`src/rtl/traffic_pkg.sv`:
```
// Shared types and default timing for the two-road phase scheduler.
package traffic_pkg;

  localparam int TIMER_W       = 7;
  localparam int T_GREEN_DEF   = 25;
  localparam int T_YELLOW_DEF  = 3;
  localparam int T_ALLRED_DEF  = 2;
  localparam int T_PED_CUT_DEF = 5;

  typedef enum logic [2:0] {
    A_GREEN  = 3'd0,
    A_YELLOW = 3'd1,
    ALLRED_1 = 3'd2,
    B_GREEN  = 3'd3,
    B_YELLOW = 3'd4,
    ALLRED_2 = 3'd5
  } phase_e;

  typedef struct packed {
    logic red;
    logic yellow;
    logic green;
  } lamp_t;

  // Fixed ring order of the phases.
  function automatic phase_e next_phase(input phase_e p);
    case (p)
      A_GREEN:  return A_YELLOW;
      A_YELLOW: return ALLRED_1;
      ALLRED_1: return B_GREEN;
      B_GREEN:  return B_YELLOW;
      B_YELLOW: return ALLRED_2;
      default:  return A_GREEN;
    endcase
  endfunction

endpackage

```
`src/rtl/phase_timer.sv`:
```
// Loadable 7-bit down counter with hold; load wins over decrement.
module phase_timer
  import traffic_pkg::*;
#(
  parameter int RST_VAL = T_GREEN_DEF
) (
  input  logic               clk_i,
  input  logic               rst,
  input  logic               load_i,
  input  logic [TIMER_W-1:0] load_val_i,
  input  logic               dec_i,
  output logic [TIMER_W-1:0] cnt_o
);

  logic [TIMER_W-1:0] cnt_d, cnt_q;

  // Next count: load, decrement or hold.
  always_comb begin
    cnt_d = cnt_q;
    if (load_i) begin
      cnt_d = load_val_i;
    end else if (dec_i) begin
      cnt_d = cnt_q - 7'd1;
    end
  end

  // Count register, reset to the first phase's duration.
  always_ff @(posedge clk_i) begin
    if (rst) begin
      cnt_q <= 7'(RST_VAL);
    end else begin
      cnt_q <= cnt_d;
    end
  end

  assign cnt_o = cnt_q;

endmodule

```
`src/rtl/phase_scheduler.sv`:
```
// Two-road traffic phase scheduler with auto/manual modes.
// Optional pedestrian-request green shortening is built when PED_REQ_EN is defined.
module phase_scheduler
  import traffic_pkg::*;
#(
  parameter int T_GREEN   = T_GREEN_DEF,
  parameter int T_YELLOW  = T_YELLOW_DEF,
  parameter int T_ALLRED  = T_ALLRED_DEF,
  parameter int T_PED_CUT = T_PED_CUT_DEF
) (
  input  logic       clk_i,
  input  logic       rst,
  input  logic       tick_i,
  input  logic       mode_i,
  input  logic       step_i,
  input  logic       ped_req_A_i,
  input  logic       ped_req_B_i,
  output logic       l_red_A,
  output logic       l_yellow_A,
  output logic       l_green_A,
  output logic       l_red_B,
  output logic       l_yellow_B,
  output logic       l_green_B,
  output logic [6:0] cnt_A_o,
  output logic [6:0] cnt_B_o,
  output logic [2:0] phase_o,
  output logic       walk_A_o,
  output logic       walk_B_o
);

  // Countdown values must fit the two-digit display and every phase must last.
  if ((2 * T_ALLRED + T_GREEN + T_YELLOW > 99) || (T_GREEN < 1) || (T_YELLOW < 1) ||
      (T_ALLRED < 1) || (T_PED_CUT < 1)) begin : g_bad_durations
    $error("phase_scheduler: illegal phase durations");
  end

  localparam logic [6:0] TG  = 7'(T_GREEN);
  localparam logic [6:0] TY  = 7'(T_YELLOW);
  localparam logic [6:0] TAR = 7'(T_ALLRED);

  phase_e     phase_d, phase_q;
  logic       step_d, step_q;
  logic [6:0] timer;
  logic       t_load, t_dec;
  logic [6:0] t_load_val;
  logic       step_edge, is_green, ped_cut;
  logic       walk_a, walk_b;
  lamp_t      lamp_a, lamp_b;
  logic [6:0] cnt_a, cnt_b;

  function automatic logic [6:0] phase_dur(input phase_e p);
    case (p)
      A_GREEN, B_GREEN:   return TG;
      A_YELLOW, B_YELLOW: return TY;
      default:            return TAR;
    endcase
  endfunction

  assign step_edge = step_i & ~step_q;
  assign is_green  = (phase_q == A_GREEN) || (phase_q == B_GREEN);
  assign walk_a    = (phase_q == B_GREEN);
  assign walk_b    = (phase_q == A_GREEN);

`ifdef PED_REQ_EN
  localparam logic [6:0] TPC = 7'(T_PED_CUT);
  logic ped_a_d, ped_a_q, ped_b_d, ped_b_q;

  // Request latches: cleared on entering the green that serves them, requests ignored while already walking.
  always_comb begin
    ped_a_d = ped_a_q;
    ped_b_d = ped_b_q;
    if ((phase_d == B_GREEN) && (phase_q != B_GREEN)) begin
      ped_a_d = 1'b0;
    end else if (ped_req_A_i && !walk_a) begin
      ped_a_d = 1'b1;
    end
    if ((phase_d == A_GREEN) && (phase_q != A_GREEN)) begin
      ped_b_d = 1'b0;
    end else if (ped_req_B_i && !walk_b) begin
      ped_b_d = 1'b1;
    end
  end

  // Pedestrian request registers.
  always_ff @(posedge clk_i) begin
    if (rst) begin
      ped_a_q <= 1'b0;
      ped_b_q <= 1'b0;
    end else begin
      ped_a_q <= ped_a_d;
      ped_b_q <= ped_b_d;
    end
  end

  assign ped_cut = !mode_i && (timer > TPC) &&
                   (((phase_q == A_GREEN) && ped_a_q) || ((phase_q == B_GREEN) && ped_b_q));
`else
  logic unused_ped;
  assign unused_ped = ped_req_A_i | ped_req_B_i;
  assign ped_cut    = 1'b0;
`endif

  // Next phase and timer control; a manual step beats any tick in the same cycle.
  always_comb begin
    phase_d    = phase_q;
    t_load     = 1'b0;
    t_load_val = timer;
    t_dec      = 1'b0;
    if (is_green && mode_i) begin
      if (step_edge) begin
        phase_d    = next_phase(phase_q);
        t_load     = 1'b1;
        t_load_val = TY;
      end
    end else if (ped_cut) begin
`ifdef PED_REQ_EN
      t_load     = 1'b1;
      t_load_val = TPC;
`endif
    end else if (tick_i) begin
      if (timer == 7'd1) begin
        phase_d    = next_phase(phase_q);
        t_load     = 1'b1;
        t_load_val = phase_dur(next_phase(phase_q));
      end else begin
        t_dec = 1'b1;
      end
    end
  end

  // Step input is level; keep its previous value for edge detection.
  always_comb begin
    step_d = step_i;
  end

  // Phase and step-history registers.
  always_ff @(posedge clk_i) begin
    if (rst) begin
      phase_q <= A_GREEN;
      step_q  <= 1'b0;
    end else begin
      phase_q <= phase_d;
      step_q  <= step_d;
    end
  end

  phase_timer #(
    .RST_VAL (T_GREEN)
  ) u_timer (
    .clk_i      (clk_i),
    .rst        (rst),
    .load_i     (t_load),
    .load_val_i (t_load_val),
    .dec_i      (t_dec),
    .cnt_o      (timer)
  );

  // Moore decode of lamps and per-direction countdowns; a red road counts to its next green.
  always_comb begin
    lamp_a = '{red: 1'b1, yellow: 1'b0, green: 1'b0};
    lamp_b = '{red: 1'b1, yellow: 1'b0, green: 1'b0};
    cnt_a  = timer;
    cnt_b  = timer;
    case (phase_q)
      A_GREEN: begin
        lamp_a = '{red: 1'b0, yellow: 1'b0, green: 1'b1};
        cnt_b  = timer + TY + TAR;
      end
      A_YELLOW: begin
        lamp_a = '{red: 1'b0, yellow: 1'b1, green: 1'b0};
        cnt_b  = timer + TAR;
      end
      ALLRED_1: begin
        cnt_a = timer + TG + TY + TAR;
      end
      B_GREEN: begin
        lamp_b = '{red: 1'b0, yellow: 1'b0, green: 1'b1};
        cnt_a  = timer + TY + TAR;
      end
      B_YELLOW: begin
        lamp_b = '{red: 1'b0, yellow: 1'b1, green: 1'b0};
        cnt_a  = timer + TAR;
      end
      default: begin
        cnt_b = timer + TG + TY + TAR;
      end
    endcase
  end

  assign l_red_A    = lamp_a.red;
  assign l_yellow_A = lamp_a.yellow;
  assign l_green_A  = lamp_a.green;
  assign l_red_B    = lamp_b.red;
  assign l_yellow_B = lamp_b.yellow;
  assign l_green_B  = lamp_b.green;
  assign cnt_A_o    = cnt_a;
  assign cnt_B_o    = cnt_b;
  assign phase_o    = phase_q;
  assign walk_A_o   = walk_a;
  assign walk_B_o   = walk_b;

endmodule

```
`config.mk`:
```
export PLATFORM = sky130hd
export DESIGN_NAME = phase_scheduler
export DESIGN_NICKNAME = d
export VERILOG_FILES = /design/src/rtl/traffic_pkg.sv /design/src/rtl/phase_timer.sv /design/src/rtl/phase_scheduler.sv
export SDC_FILE = /design/constraint.sdc
export NUM_CORES = 1
export LEC_CHECK = 0
export ABC_CLOCK_PERIOD_IN_PS = 3300
export BUFFER_PORTS_ARGS = -buffer_cell sky130_fd_sc_hd__buf_4
export CAP_MARGIN = 20
export CORE_UTILIZATION = 35
export DETAILED_ROUTE_END_ITERATION = 10
export GPL_TIMING_DRIVEN = 0
export PLACE_DENSITY_LB_ADDON = 0.12
export SETUP_SLACK_MARGIN = 0.05
export SYNTH_ARGS = -nofsm -noshare
export SYNTH_HDL_FRONTEND = slang
export SYNTH_SLANG_ARGS = --single-unit
```
`constraint.sdc`:
```
create_clock -name clk_i -period 3.3 [get_ports clk_i]
set_input_delay 0.495 -clock clk_i [delete_from_list [all_inputs] [get_ports clk_i]]
set_output_delay 0.495 -clock clk_i [all_outputs]
set_load 0.005 [all_outputs]
```
==> results.yml, run 1 <==
status:
  status: "complete, no violations"
layout:
  fin_util_pct: 45.3
  nets: 268
  drive_above_1_share_pct: 19.4
  synthToLayoutAreaGrowth_pct: 21.3
  layout_common_cells: "buf_4, o21ai_0, nor2_1, nand2_1, a21oi_1"
  n_antenna_cell: 0
  fillCellCount: 437
  layoutNonFillerInstCount: 303
  layout_commonest_cell: "buf_4"
synth:
  yosysSeqAreaShare_pct: 14.3
  ys_warn_count: 0
  syn-cell-area_um2: 1540
  synth-seq-cells: 11
  syn-num-nets: 234
  synth_cells: 220
  ys_async_sr_fraction_pct: 0
  synth_ff_type: "dfxtp_1"
  synth_cell_types: 56
  avgSynthCellArea_um2: 6.99
  synth_edf_count: 0
timing:
  rsz0062_at_grt: "no"
  setup_viol: 0
  fin_tns_setup_ns: 0
  slew_headroom_pct: 53.8
  finClkSkew_ns: 0.00293
  fin_crit_ns: 2.99
  setup_ws_ns: 0.308
  hold_ws_ns: 0.477
  finalCritPeriodShare_pct: 90.7
  worst_pin_slew_ns: 0.688
  clock.fmax_mhz: 334
  slew_viol_final: 0
  hold_viol: 0
routing:
  wl_met1_um: 2410
  drt.antenna.violating_nets: 0
  vias: 1735
  routed_wl_um: 5020
  wl_met2_um: 2200
  drc_errors: 0
  viasPerCell: 5.73
  drtIter0Drc: 141
  wl_met3_um: 314
  detail_route.wl_per_cell_um: 16.6
  top_layer: "met4"
  drt-pass1-iter-count: 4
worst_setup_path:
  cp-start-kind: "flip-flop"
  critPathCaptureType: "primary output"
  reg2regPathDepth: 6
  r2r-start: "phase_o[1]$_SDFFE_PP0P_"
  critPathMaxFanout: 10
  r2r-end: "phase_o[0]$_SDFFE_PP0P_"
  required_ns: 2.80
  rrSetupSlack_ns: 1.27
  worstSetupPathType: "reg2out"
  cp_data_arrival_time_ns: 2.50
worst_hold_path:
  whs_endpoint: "step_q$_SDFF_PP0_"
  min_path_cells: 2
  min_path_type: "in2reg"
  worstHoldStart: "step_i"
floorplanning:
  core-area_um2: 4120
  die_h_um: 68.3
  pin_count: 32
  start_util_pct: 37.4
  die_w_um: 68.3
  dieArea_um2: 4660
  rows: 23
placement:
  hpwlAfterDp_um: 3630
  place.gp.congestion: 0.918
  placedCellCount: 299
  dp_slack_ns: 0.417
  io_buffers: 29
cts:
  path_clk_slew_ns: 0.05
  cts.sinks: 11
  h-tree-depth: 1
  cts_buffers: 3
  clock_latency_ns: 0.24
  clock_path_buffers: 2
  cts_tree: "done"
  cts-root-buf: "clkbuf_8"
  cts_setup_buffers: 0
  cts.repair.resized: 0
  postCtsHoldBufs: 0
grt:
  antenna_found_initial: 0
  grt_max_degree: 11
  first_global_vias: 1602
  grt_first_pass_wirelength_um: 8180
  overflow: 0
  grt_usage_pct: 23.7
power:
  clkPwrFrac_pct: 24.0
  switching_share_pct: 38.4
  peakVddDrop_v: 0.000255
  p_seq_share_pct: 27.9
  p_comb_share_pct: 48.1
  intPower_mw: 0.347
  power_leakage_nw: 0.730
  power_switching_mw: 0.216
  powerDensity_nw_per_um2: 302
flow_run:
  maxCapViolCount: 0
==> cells in the mapped netlist (all sizes together) (4+ instances only) <==
cell,count,area share [%]
xnor2,12,6.8
nand2b,6,2.4
buf,9,3.4
a21oi,18,5.9
mux2i,4,2.6
inv,4,0.98
nor2,23,5.6
dfxtp,11,14
a211oi,5,2.4
clkbuf,14,3.4
nor3,9,3.6
ha,7,5.7
o21ai,25,8.4
nand2,22,5.4
==> metal layers <==
layer,vias to the layer above,track usage [%]
li1,862,-
met3,12,5.00
met1,802,34.3
met2,59,34.7
met5,-,0
met4,0,6.77
==> area by class of cell <==
class | instances | area, um^2 | share of cell area [%]
plain buffers | 23 | 106 | 5.70
inverters | 4 | 15.0 | 0.805
well taps | 50 | 62.6 | 3.35
clock buffers | 4 | 45.0 | 2.41
multi-input cells | 182 | 1200 | 64.2
flip-flops and latches | 11 | 221 | 11.9
repair buffers | 29 | 218 | 11.7
==> worst max-delay path, cell delays in order (launching register included) <==
cell	delay [ns]
dfxtp_1	0.44
clkbuf_2	0.29
inv_1	0.12
ha_1	0.26
nor3b_1	0.18
xnor2_1	0.29
nor3_1	0.08
o22a_1	0.22
a221oi_1	0.22
buf_4	0.16
==> registers in the layout, indices dropped and copies added (netlist names) <==
| signal | flops |
|---|---|
| u_timer.cnt_o | 7 |
| step_q | 1 |
| phase_o | 3 |
==> cell families (layout without fill, tap and decap cells) <==
group                      after synthesis  in the layout  synth area share, %
AOI/OAI and AO/OA                       74             74                 33.6
xor gates and xnor gates                15             15                 8.54
and+or+nand+nor                         81             81                 26.7
DFF                                     11             11                 14.3
adders and majority gates                7              7                 5.70
buffers and inverters                   27             60                 7.81
muxes                                    5              5                 3.34
==> power groups by stage <==
stage          combinational [mW]  sequential [mW]  clock [mW]
5_1_grt                     0.301            0.158       0.147
6_report                    0.271            0.157       0.135
3_3_place_gp                0.269            0.158           0
3_5_place_dp                0.267            0.159           0
2_1_floorplan               0.175            0.154           0
4_1_cts                     0.269            0.156       0.137
==> metrics by stage <==
step	total power [mW]	area, um^2
floorplan	0.329	1540
global placement	0.427	1820
detailed placement	0.427	1820
CTS	0.562	1860
global route	0.606	1870
finish	0.562	1870
==> worst max path at each step <==
| stage | from | cells after the start | end |
|---|---|---|---|
| finish | u_timer.cnt_o[2]$_SDFFE_PP0P_ | 9 | cnt_A_o[5] |
| global route | u_timer.cnt_o[2]$_SDFFE_PP0P_ | 9 | cnt_A_o[5] |
| CTS | u_timer.cnt_o[2]$_SDFFE_PP0P_ | 9 | cnt_A_o[5] |
| detailed placement | u_timer.cnt_o[2]$_SDFFE_PP0P_ | 9 | cnt_A_o[5] |
| global placement | u_timer.cnt_o[2]$_SDFFE_PP0P_ | 9 | cnt_A_o[5] |
| floorplan | u_timer.cnt_o[2]$_SDFFE_PP0P_ | 8 | cnt_A_o[5] |
No activity file was read; power rests on OpenSTA's default activity.
==> run 2, diff against run 1 <==
==> constraint.sdc (replaced) <==
create_clock -name clk_i -period 3.3 [get_ports clk_i]
set_input_delay 0.33 -clock clk_i [delete_from_list [all_inputs] [get_ports clk_i]]
set_output_delay 0.33 -clock clk_i [all_outputs]
set_load 0.005 [all_outputs]
==> run 2 against run 1 <==
Effect of this change:
- global-route usage unchanged
- critical path depth stayed put
- setup slack worse by 0.030 ns
- flip-flop and latch count stayed put
- utilization decreased by 0.061 points
- clock power about the same
- sequential power about the same
- combinational power about the same
- power is 0.37% lower
- non-clock buffer count is the same
- largest cell class unchanged
- largest power group unchanged
==> results.yml, run 2 (synthesis results as in run 1) <==
power:
  peakVddDrop_v: 0.000255
  powerDensity_nw_per_um2: 301
  power_switching_mw: 0.214
  p_comb_share_pct: 48.2
  switching_share_pct: 38.3
  p_seq_share_pct: 27.9
  clkPwrFrac_pct: 23.8
  intPower_mw: 0.346
  power_leakage_nw: 0.727
timing:
  clock.fmax_mhz: 331
  finalCritPeriodShare_pct: 91.6
  fin_tns_setup_ns: 0
  setup_viol: 0
  worst_pin_slew_ns: 0.684
  slew_headroom_pct: 54.0
  setup_ws_ns: 0.278
  rsz0062_at_grt: "no"
  fin_crit_ns: 3.02
  finClkSkew_ns: 0.00313
  hold_viol: 0
  slew_viol_final: 0
worst_setup_path:
  required_ns: 2.97
  cp_data_arrival_time_ns: 2.69
  critical_path.slowest_cell: "dfxtp_1"
  worstPathCellList: "clkbuf_1, inv_1, ha_1, nor3b_1, xnor2_1, nor3_1, o22a_1, a221oi_1, buf_4"
  critPathMaxFanout: 10
  cp.depth: 9
  reg2regPathDepth: 8
  critPathCaptureType: "primary output"
  critPathTopFamily: "buffers and inverters"
  critPathBufInv: 3
  cp_slowest_stage_delay_ns: 0.44
  worstSetupPathType: "reg2out"
  cp-start-kind: "flip-flop"
floorplanning:
  die_w_um: 68.3
  die_h_um: 68.3
  core-area_um2: 4120
  dieArea_um2: 4660
  rows: 23
  pin_count: 32
  start_util_pct: 37.4
grt:
  overflow: 0
  first_global_vias: 1602
  grt_usage_pct: 23.7
  antenna_found_initial: 0
  grt_max_degree: 11
  grt_first_pass_wirelength_um: 8180
cts:
  cts_tree: "done"
  clock_latency_ns: 0.24
  cts.sinks: 11
  cts-root-buf: "clkbuf_8"
  clock_path_buffers: 2
  cts_buffers: 3
  cts_setup_buffers: 0
  postCtsHoldBufs: 0
  path_clk_slew_ns: 0.05
  cts.repair.resized: 0
  h-tree-depth: 1
routing:
  detail_route.wl_per_cell_um: 16.3
  viasPerCell: 5.72
  vias: 1734
  drt.antenna.violating_nets: 0
  drt-pass1-iter-count: 4
  drc_errors: 0
  drtIter0Drc: 152
  routed_wl_um: 4920
layout:
  largest_reg_flops: 7
  layout_common_cells: "buf_4, o21ai_0, nor2_1, nand2_1, a21oi_1"
  layout_commonest_cell: "buf_4"
  drive_above_1_share_pct: 18.6
  nets: 268
  n_antenna_cell: 0
  layoutNonFillerInstCount: 303
  synthToLayoutAreaGrowth_pct: 21.2
placement:
  io_buffers: 29
  placedCellCount: 299
  place.gp.congestion: 0.918
  dp_slack_ns: 0.582
  hpwlAfterDp_um: 3630
flow_run:
  maxCapViolCount: 0
status:
  status: "complete, no violations"
worst_hold_path:
  min_path_type: "in2reg"
  min_path_cells: 2
-- run 2: metrics by stage --
| step | hold slack (ns) | area [um^2] | power, mW | utilization, % |
|---|---|---|---|---|
| floorplan | 0.442 | 1540 | 0.329 | - |
| finish | 0.313 | 1860 | 0.560 | 45.3 |
| global placement | 0.551 | 1820 | 0.427 | 44.2 |
| detailed placement | 0.556 | 1820 | 0.427 | 44.2 |
| global route | 0.309 | 1860 | 0.605 | 45.3 |
| CTS | 0.314 | 1860 | 0.562 | 45.3 |
-- run 2: worst reg2reg max path, delay by kind of cell, from the launching register on --
| family | cells | cell delay (ns) |
|---|---|---|
| buf+inv | 2 | 0.58 |
| simple gates | 3 | 0.23 |
| xor+xnor | 1 | 0.18 |
| flops | 1 | 0.44 |
| compound gates | 1 | 0.37 |
| fa+ha+maj | 1 | 0.22 |
-- run 2: final cells by class --
cell class,count,area (um^2)
Inverter,4,15.0
Fill cell,435,2250
Buffer,23,105
Tap cell,50,62.6
Sequential cell,11,220
Multi-Input combinational cell,182,1200
Clock buffer,4,45.0
Timing Repair Buffer,29,218
-- run 2: path summary, 6_finish.rpt --
kind / from / endpoint / slack, ns
worst max-delay path: u_timer.cnt_o[2]$_SDFFE_PP0P_ / cnt_A_o[5] / 0.28
worst min-delay path: step_i / step_q$_SDFF_PP0_ / 0.31
worst max register to register: u_timer.cnt_o[2]$_SDFFE_PP0P_ / u_timer.cnt_o[5]$_SDFFE_PP0P_ / 1.16
worst min register to register: u_timer.cnt_o[0]$_SDFFE_PP1P_ / u_timer.cnt_o[0]$_SDFFE_PP1P_ / 0.69
-- run 2: metal layers --
layer / up-vias / routed length, um / track usage (%)
met2: 74 / 2180 / 34.7
met5: - / 0 / 0
met4: 0 / 91 / 6.77
li1: 856 / - / -
met1: 792 / 2280 / 34.3
met3: 12 / 370 / 5.00
-- run 2: power by group through the flow --
stage	combinational (mW)	clock (mW)	sequential, mW
2_1_floorplan	0.175	0	0.154
3_3_place_gp	0.269	0	0.158
3_5_place_dp	0.267	0	0.159
4_1_cts	0.269	0.137	0.156
5_1_grt	0.301	0.147	0.158
6_report	0.270	0.134	0.156
==> run 3, diff against run 2 <==
Settings changed: PLACE_DENSITY_LB_ADDON 0.12 to 0.08.
==> run 3 against run 2 <==
Effect of this change:
- sequential share of layout area is essentially flat
- count of clock-buffer cells in the layout unchanged
- cell area hardly changed
- clock power up 4%
- sequential power barely moved
- largest power group unchanged
==> results.yml, run 3 (synthesis results as in run 1) <==
routing:
  vias: 1707
  routed_wl_um: 5070
  drt-pass1-iter-count: 4
  drc_errors: 0
  viasPerCell: 5.63
  drt.antenna.violating_nets: 0
  drtIter0Drc: 124
  detail_route.wl_per_cell_um: 16.7
worst_setup_path:
  worstPathCellList: "inv_1, ha_1, nor3b_1, xnor2_1, nor3_1, o22a_1, a221oi_1, buf_4"
  critPathTopFamily: "flip-flops"
  cp_data_arrival_time_ns: 2.54
  critPathBufInv: 2
  crit_start: "u_timer.cnt_o[1]$_SDFFE_PP0P_"
  required_ns: 2.97
  critPathMaxFanout: 10
  critPathCaptureType: "primary output"
  critical_path.slowest_cell: "dfxtp_1"
  cp-start-kind: "flip-flop"
  cp_slowest_stage_delay_ns: 0.56
  worstSetupPathType: "reg2out"
  r2r-start: "u_timer.cnt_o[1]$_SDFFE_PP0P_"
layout:
  final_area_um2: 1860
  layoutNonFillerInstCount: 303
  fillCellCount: 441
  nets: 268
  drive_above_1_share_pct: 19.0
  largest_reg_flops: 7
  synthToLayoutAreaGrowth_pct: 21.2
  n_antenna_cell: 0
  layout_common_cells: "buf_4, o21ai_0, nor2_1, nand2_1, a21oi_1"
  layout_commonest_cell: "buf_4"
grt:
  use_met3_pct: 4.33
  antenna_found_initial: 0
  grt_use_met2_pct: 38.0
  busiest_layer: "met2"
  overflow: 0
  first_global_vias: 1537
  grt_max_degree: 11
  grt_usage_pct: 23.5
  groute.layer.met1.usage_pct: 32.7
  grt_first_pass_wirelength_um: 8090
power:
  power_leakage_nw: 0.730
  p_seq_share_pct: 27.8
  switching_share_pct: 38.8
  clkPwrFrac_pct: 24.8
  powerDensity_nw_per_um2: 303
  intPower_mw: 0.346
  peakVddDrop_v: 0.000151
  p_comb_share_pct: 47.5
  power_switching_mw: 0.219
floorplanning:
  core-area_um2: 4120
  start_util_pct: 37.4
  die_h_um: 68.3
  dieArea_um2: 4660
  pin_count: 32
  die_w_um: 68.3
  rows: 23
timing:
  finClkSkew_ns: 0.000423
  setup_ws_ns: 0.430
  hold_viol: 0
  fin_crit_ns: 2.87
  fin_tns_setup_ns: 0
  finalCritPeriodShare_pct: 87.0
  rsz0062_at_grt: "no"
  setup_viol: 0
  worst_pin_slew_ns: 0.661
  slew_viol_final: 0
  slew_headroom_pct: 55.6
  hold_ws_ns: 0.318
  clock.fmax_mhz: 348
placement:
  dp_slack_ns: 0.584
  place_area_um2: 1820
  io_buffers: 29
  placedCellCount: 299
  hpwlAfterDp_um: 3690
  place.gp.congestion: 0.871
worst_hold_path:
  worstHoldStart: "step_i"
  min_path_type: "in2reg"
cts:
  h-tree-depth: 1
  cts_tree: "done"
  cts_buffers: 3
  cts_setup_buffers: 0
  clock_latency_ns: 0.24
  cts.sinks: 11
  cts-root-buf: "clkbuf_8"
  path_clk_slew_ns: 0.05
  clock_path_buffers: 2
flow_run:
  maxCapViolCount: 0
status:
  status: "complete, no violations"
-- run 3: worst register-to-register path, stage by stage (launching register included) --
cell      delay (ns)
dfxtp_1         0.43
inv_1           0.34
ha_1            0.23
nand4b_1        0.19
o21ai_2         0.42
mux2i_1         0.24
nor2_1          0.05
-- run 3: cell type report --
cell class | count | area [um^2] | share of cell area (%)
multi-input combinational | 182 | 1200 | 64.2
sequential | 11 | 220 | 11.8
timing repair buffer | 29 | 218 | 11.7
buffer | 23 | 106 | 5.70
tap | 50 | 62.6 | 3.36
clock buffer | 4 | 45.0 | 2.42
inverter | 4 | 15.0 | 0.805
-- run 3: timing repair --
action | 4_1_cts | 5_1_grt
hold buffers | 0 | 0
hold endpoints to repair | 0 | 0
setup endpoints to repair | 0 | 1
resized for setup | 0 | 2
-- run 3: per-stage QoR --
step / power, mW / util, %
after global placement: 0.427 / 44.2
after detailed placement: 0.426 / 44.2
after floorplan: 0.329 / -
after CTS: 0.566 / 45.3
final: 0.565 / 45.3
after global routing: 0.608 / 45.3
-- run 3: power by group through the flow --
| stage | Sequential, mW | Combinational [mW] | Clock [mW] |
|---|---|---|---|
| final | 0.157 | 0.269 | 0.140 |
| after global placement | 0.159 | 0.268 | 0 |
| after detailed placement | 0.159 | 0.267 | 0 |
| after global routing | 0.158 | 0.302 | 0.148 |
| after CTS | 0.156 | 0.268 | 0.141 |
| after floorplan | 0.154 | 0.175 | 0 |
-- run 3: routing by layer --
| layer | wire, um | part of all wire (%) |
|---|---|---|
| met5 | 0 | 0 |
| met4 | 15 | 0.30 |
| met3 | 324 | 6.4 |
| met2 | 2270 | 45 |
| met1 | 2450 | 48 |
-- run 3: worst paths after layout --
check | end | slack (ns) | cells after the start
worst min-delay path | step_q$_SDFF_PP0_ | 0.32 | 2
worst max-delay path | cnt_A_o[5] | 0.43 | 8
worst min register to register | u_timer.cnt_o[0]$_SDFFE_PP1P_ | 0.71 | 2
worst max register to register | phase_o[0]$_SDFFE_PP0P_ | 1.26 | 6
